$ cat config.mk
export PLATFORM = sky130hd
export DESIGN_NAME = gaussian_sample_monitor
export DESIGN_NICKNAME = d
export VERILOG_FILES = /design/src/rtl/gsm_pkg.sv /design/src/rtl/gsm_lane_acc.sv /design/src/rtl/gaussian_sample_monitor.sv
export SDC_FILE = /design/constraint.sdc
export NUM_CORES = 2
export LEC_CHECK = 0
export BUFFER_PORTS_ARGS = -buffer_cell sky130_fd_sc_hd__buf_2
export CORE_ASPECT_RATIO = 0.5
export CORE_MARGIN = 2
export CORE_UTILIZATION = 60
export CTS_CLUSTER_DIAMETER = 40
export CTS_CLUSTER_SIZE = 20
export DETAILED_ROUTE_END_ITERATION = 8
export PLACE_DENSITY_LB_ADDON = 0.08
export SLEW_MARGIN = 15
export SYNTH_ARGS = -nofsm -noshare
export SYNTH_HDL_FRONTEND = slang
export SYNTH_SLANG_ARGS = --single-unit
export TNS_END_PERCENT = 1
$ cat constraint.sdc
create_clock -name clk -period 26.8 [get_ports clk]
set_clock_uncertainty 0.15 [all_clocks]
set_input_delay 1.34 -clock clk [delete_from_list [all_inputs] [get_ports clk]]
set_output_delay 1.34 -clock clk [all_outputs]
set_load 0.005 [all_outputs]
$ cat src/rtl/gsm_pkg.sv
// Shared types and constants for the Gaussian sample monitor.
// Optional histogram support is enabled with the GSM_HISTOGRAM_EN macro.
package gsm_pkg;

  typedef enum logic [2:0] {
    IDLE,
    ACCUM,
    MEAN,
    VAR,
    DONE
  } state_t;

  localparam int unsigned SAMPLE_W  = 16;
  localparam int unsigned SQ_W      = 32;
  localparam int unsigned VAR_W     = 32;
  localparam int unsigned HIST_BINS = 8;
  localparam int          BIN_MIN   = -4;
  localparam int          BIN_MAX   = 3;

  // Histogram bin of one sample: floor of its value, clamped to BIN_MIN..BIN_MAX, offset to 0..7.
  function automatic logic [2:0] bin_index(input logic [SAMPLE_W-1:0] s, input int unsigned frac_w);
    logic signed [SAMPLE_W-1:0] ip;
    int                         ipi;
    ip  = $signed(s) >>> frac_w;
    ipi = int'(ip);
    if (ipi < BIN_MIN) begin
      ipi = BIN_MIN;
    end else if (ipi > BIN_MAX) begin
      ipi = BIN_MAX;
    end
    return 3'(ipi - BIN_MIN);
  endfunction

endpackage

$ cat src/rtl/gsm_lane_acc.sv
// One sample lane: sign-extends the sample to the sum width and forms its square.
module gsm_lane_acc
  import gsm_pkg::*;
#(
  parameter int unsigned EXT_W = 27
) (
  input  logic [SAMPLE_W-1:0] sample,
  output logic [EXT_W-1:0]    sample_ext,
  output logic [SQ_W-1:0]     sample_sq
);

  logic signed [SQ_W-1:0] sample_wide;
  logic signed [SQ_W-1:0] square;

  // Squares of 16-bit signed values never exceed 2^30, so a 32-bit product is exact and non-negative.
  always_comb begin
    sample_wide = {{(SQ_W-SAMPLE_W){sample[SAMPLE_W-1]}}, sample};
    square      = sample_wide * sample_wide;
    sample_sq   = square;
    sample_ext  = {{(EXT_W-SAMPLE_W){sample[SAMPLE_W-1]}}, sample};
  end

endmodule

$ cat src/rtl/gaussian_sample_monitor.sv
// Gaussian sample monitor: accumulates 2^LOG2_N sample pairs, then reports mean and variance.
// Define GSM_HISTOGRAM_EN to add 8 value-range bin counters with a hist_sel/hist_count read port.
module gaussian_sample_monitor
  import gsm_pkg::*;
#(
  parameter int unsigned LOG2_N = 10,
  parameter int unsigned FRAC_W = 11
) (
  input  logic                clk,
  input  logic                reset,
  input  logic                start,
  input  logic                sample_valid,
  input  logic [15:0]         sample_a,
  input  logic [15:0]         sample_b,
`ifdef GSM_HISTOGRAM_EN
  input  logic [2:0]          hist_sel,
  output logic [LOG2_N+1:0]   hist_count,
`endif
  output logic                busy,
  output logic                done,
  output logic [15:0]         mean_out,
  output logic [31:0]         var_out,
  output logic [LOG2_N:0]     pair_count
);

  localparam int unsigned SUM_W = SAMPLE_W + LOG2_N + 1;
  localparam int unsigned SSQ_W = SQ_W + LOG2_N + 1;
  localparam int unsigned SHIFT = LOG2_N + 1;
  localparam logic [LOG2_N:0] LAST_PAIR = {1'b0, {LOG2_N{1'b1}}};

  if (LOG2_N < 1 || LOG2_N > 14 || FRAC_W >= SAMPLE_W) begin : g_bad_params
    $error("gaussian_sample_monitor: LOG2_N must be 1..14 and FRAC_W below 16");
  end

  state_t                   state, state_next;
  logic                     accept, begin_meas;
  logic [SUM_W-1:0]         sum, ext_a, ext_b;
  logic [SSQ_W-1:0]         sumsq;
  logic [SQ_W-1:0]          sq_a, sq_b, msq;
  logic signed [SUM_W-1:0]  sum_shift;
  logic [SSQ_W-1:0]         ssq_shift;
  logic signed [SQ_W-1:0]   mean_wide, mean_sq;
  logic [SQ_W+1:0]          var_diff;
  logic [VAR_W-1:0]         var_sat;

  gsm_lane_acc #(.EXT_W(SUM_W)) u_lane_a (
    .sample     (sample_a),
    .sample_ext (ext_a),
    .sample_sq  (sq_a)
  );

  gsm_lane_acc #(.EXT_W(SUM_W)) u_lane_b (
    .sample     (sample_b),
    .sample_ext (ext_b),
    .sample_sq  (sq_b)
  );

  // State register.
  always_ff @(posedge clk or negedge reset) begin
    if (!reset) state <= IDLE;
    else        state <= state_next;
  end

  // Next state, status outputs and datapath strobes.
  always_comb begin
    state_next = state;
    busy       = 1'b0;
    done       = 1'b0;
    accept     = 1'b0;
    begin_meas = 1'b0;
    case (state)
      IDLE, DONE: begin
        done = (state == DONE);
        if (start) begin
          begin_meas = 1'b1;
          state_next = ACCUM;
        end
      end
      ACCUM: begin
        busy = 1'b1;
        if (sample_valid) begin
          accept = 1'b1;
          if (pair_count == LAST_PAIR) state_next = MEAN;
        end
      end
      MEAN: begin
        busy       = 1'b1;
        state_next = VAR;
      end
      VAR: begin
        busy       = 1'b1;
        state_next = DONE;
      end
      default: state_next = IDLE;
    endcase
  end

  // Mean/variance arithmetic; the difference is kept 2 bits wider so borrow and overflow are visible.
  always_comb begin
    sum_shift = $signed(sum) >>> SHIFT;
    ssq_shift = sumsq >> SHIFT;
    mean_wide = {{(SQ_W-SAMPLE_W){mean_out[SAMPLE_W-1]}}, mean_out};
    mean_sq   = mean_wide * mean_wide;
    var_diff  = {2'b00, msq} - {2'b00, mean_sq};
    if (var_diff[SQ_W+1])   var_sat = '0;
    else if (var_diff[SQ_W]) var_sat = '1;
    else                     var_sat = var_diff[VAR_W-1:0];
  end

  // Accumulators and pair counter.
  always_ff @(posedge clk or negedge reset) begin
    if (!reset) begin
      sum        <= '0;
      sumsq      <= '0;
      pair_count <= '0;
    end else if (begin_meas) begin
      sum        <= '0;
      sumsq      <= '0;
      pair_count <= '0;
    end else if (accept) begin
      sum        <= sum + ext_a + ext_b;
      sumsq      <= sumsq + SSQ_W'(sq_a) + SSQ_W'(sq_b);
      pair_count <= pair_count + (LOG2_N+1)'(1);
    end
  end

  // Result registers: mean and mean-square in MEAN, variance in VAR.
  always_ff @(posedge clk or negedge reset) begin
    if (!reset) begin
      mean_out <= '0;
      msq      <= '0;
      var_out  <= '0;
    end else if (state == MEAN) begin
      mean_out <= sum_shift[SAMPLE_W-1:0];
      msq      <= ssq_shift[SQ_W-1:0];
    end else if (state == VAR) begin
      var_out  <= var_sat;
    end
  end

`ifdef GSM_HISTOGRAM_EN
  logic [LOG2_N+1:0] hist     [HIST_BINS];
  logic [LOG2_N+1:0] hist_inc [HIST_BINS];
  logic [2:0]        bin_a, bin_b;

  // Both lanes are binned every accepted cycle, so a bin may advance by 0, 1 or 2.
  always_comb begin
    bin_a = bin_index(sample_a, FRAC_W);
    bin_b = bin_index(sample_b, FRAC_W);
    for (int unsigned i = 0; i < HIST_BINS; i++) begin
      hist_inc[i] = (LOG2_N+2)'(bin_a == 3'(i)) + (LOG2_N+2)'(bin_b == 3'(i));
    end
    hist_count = hist[hist_sel];
  end

  // Bin counters.
  always_ff @(posedge clk or negedge reset) begin
    if (!reset) begin
      for (int unsigned i = 0; i < HIST_BINS; i++) hist[i] <= '0;
    end else if (begin_meas) begin
      for (int unsigned i = 0; i < HIST_BINS; i++) hist[i] <= '0;
    end else if (accept) begin
      for (int unsigned i = 0; i < HIST_BINS; i++) hist[i] <= hist[i] + hist_inc[i];
    end
  end
`endif

endmodule
==> results.md <==
- Run status: finished, final reports clean
- Share of cells above drive strength 1: 0.0503
- Gate count after technology mapping: 4149
- Routed wire length: 93700 um
- Topmost layer with routed signal wires: met4
- Area of the die: 0.0661 mm2
- Global route total overflow: 0
- Number of synthesized register bits: 164
- Total standard cell area after synthesis: 0.0384 mm2
- Worst-Margin Slew: 1.04 ns
- EDFF count, synth: 0
- Highest cell delay on the worst timing path: 0.80 ns
- Filler cell count in the final layout: 5394
- Hold bufs inserted after CTS: 0
- Share of the yosys chip area belonging to registers: 0.107
- RSZ-0062 raised after global routing: false
- Syn. warnings: 0
- Hold Fails Final Rpt: 0
- Weighted congestion reported at the end of routability-driven placement: 0.927
- Post-synth top flop: dfrtp_1
- Global-route total usage across every layer: 0.301
- Number of antenna violations at the first check in global routing: 3
- Critical register-to-register path endpoint: var_out[6]
- Count of cell types in the netlist: 77
- Cells on worst reg2reg path: 30
- Data required time at the worst endpoint: 26.96 ns
- Kind of start point of the critical path: primary input
- Nature of the critical path endpoint: register
- Launching element of the worst setup path: sample_a[15]
- Leading cell type in the layout, fill and taps excluded: inv_1
- Synthesized netlist net count: 5309
- Maximum clock frequency: 91.5 MHz
- Clock insertion delay at the later pin of the skew report: 0.46 ns
- Port Buffer Count: 96
- Kind of critical path: primary input to register
- Critical Path Slowest Stage Cell: a2111oi_1
- Leading cell types in the layout, fill and taps excluded: inv_1 (1046), fa_1 (775), nand2_1 (374)
- Detailed Routing Iterations Pass 1: 5
- Worst slew slack as a fraction of its limit: 0.307
- Final period utilization: 0.408
- Via count of the first global-routing pass: 29500
- Post-CTS Setup Repair Bufs: 0
- Critical register-to-register path startpoint: mean_out[13]
- Resize count post-CTS: 0
- Layout overhead on the synthesized area: 4.91%
- Pin count of the biggest net entering global routing: 84
- I/O pin total: 97
- Final slew viol count: 0
- Cell Rows: 65
- Floorplan die height: 183 um
- Average via count per standard cell: 5.51
- Setup crit end: sumsq[41]
- Register clock-pin slew on the reported worst setup and hold paths: 0.08 ns
- Placement Cell Area: 0.0397 mm2
- Total of endpoints with negative setup slack in the final report: 0
- Dpl cells: 5000
- Detail Placement HPWL: 78100 um
- Maximum buffer depth of the clock tree: 2
- Number of design-rule violations left by the first detailed-router iteration: 1813
- Die span in x: 362 um
- Async set-or-reset flop fraction in the synthesized netlist: 1.00
- Starting utilization of the core area: 0.608
- Number of violations of the max-capacitance limit: 0
- Remaining DRCs: 0
- TritonCTS clock tree: done
- Post-route non-filler standard cell count: 5033
- Avg Inst Size Synth: 9.25 um2
- Met1 wire length: 42600 um
- Setup slack on the worst flop-to-flop path: 17.56 ns
- Post-DR wirelength/cell: 18.6 um
- Most common cell on crit path: fa_1
- Post-DRT Antenna Nets: 0
- Routed met3 length: 5760 um
- Total Neg Setup Slack: 0 ns
- Final layout net count: 5342
- CTS Sinks: 164
- Class of the most critical hold timing path: register to register
- Crit Path Max Fanout: 30
- Finished Cell Area: 0.0403 mm2
- H-Tree Depth: 4
- Final worst path period need: 10.92 ns
- Global-route wire length before repair: 156000 um
- Number of vias after detailed routing: 27800
- Routed wl met2: 43200 um
- Data arrival time of the critical path: 11.09 ns
- Root Buffer: clkbuf_16
- CTS buffer count: 17
- Core area: 0.0632 mm2
==> worst min-delay path by stage <==
stage | end | slack (ns) | cells after the start | startpoint
floorplan | sum[0] | 0.30 | 2 | sum[0]
global placement | var_out[14] | 0.31 | 2 | var_out[14]
detailed placement | var_out[14] | 0.32 | 2 | var_out[14]
CTS | var_out[0] | 0.33 | 2 | var_out[0]
global route | var_out[12] | 0.37 | 2 | var_out[12]
finish | var_out[14] | 0.33 | 2 | var_out[14]
==> cell families after synthesis <==
kind of cell / share of synthesized area
mux: 0.0136
xor+xnor: 0.0418
flops: 0.107
fa+ha+maj: 0.518
buf+inv: 0.112
simple gates: 0.110
compound gates: 0.0983
==> per-layer routing <==
metal | global-route usage | up-vias
met5 | 0 | -
met4 | 0.0760 | 0
met3 | 0.0406 | 128
met2 | 0.485 | 762
met1 | 0.435 | 14000
li1 | - | 12800
==> worst max-delay path, delay by kind of cell <==
family	cells	cell delay (ns)
multiplexers	1	0.35
adder cells (fa/ha/maj)	9	3.74
XOR/XNOR	1	0.09
AO/OA/AOI/OAI	11	3.07
AND/OR/NAND/NOR	6	1.15
buffers and inverters	5	1.32
==> synthesized netlist by cell type, types with 66 or more instances <==
cell type	number	area [um2]
inv_1	1046	3930
fa_1	775	15500
a21oi_1	146	731
a21o_1	66	495
dfrtp_1	164	4100
ha_1	349	4370
xnor2_1	102	893
and2_1	124	776
nor2_1	185	694
o21ai_0	159	796
clkbuf_1	91	342
nand2_1	374	1400
xor2_1	81	709
==> flip-flops by register name (all words and copies together), names as in the netlist <==
name        flops
pair_count     11
msq            32
mean_out       16
var_out        32
sumsq          43
sum            27
state           3
==> stage by stage <==
| step | worst slack (ns) | utilization | hold WS (ns) |
|---|---|---|---|
| after floorplan | 17.07 | - | 0.300 |
| after global placement | 15.56 | 0.628 | 0.311 |
| after detailed placement | 15.28 | 0.628 | 0.317 |
| after CTS | 15.71 | 0.637 | 0.334 |
| after global routing | 15.08 | 0.637 | 0.368 |
| final | 15.88 | 0.637 | 0.328 |
==> area by class of cell <==
cell class | count | area [um2] | share of cell area
clock inverters | 15 | 164 | 0.00407
inverters | 1048 | 3930 | 0.0977
repair buffers | 109 | 584 | 0.0145
well taps | 837 | 1050 | 0.0260
multi-input cells | 2842 | 30000 | 0.745
clock buffers | 17 | 425 | 0.0106
diodes | 1 | 2.50 | 0.0000621
flip-flops and latches | 164 | 4100 | 0.102
Power is not shown: default switching activity piles up to over one toggle a cycle in this logic, so the estimate is an artifact.
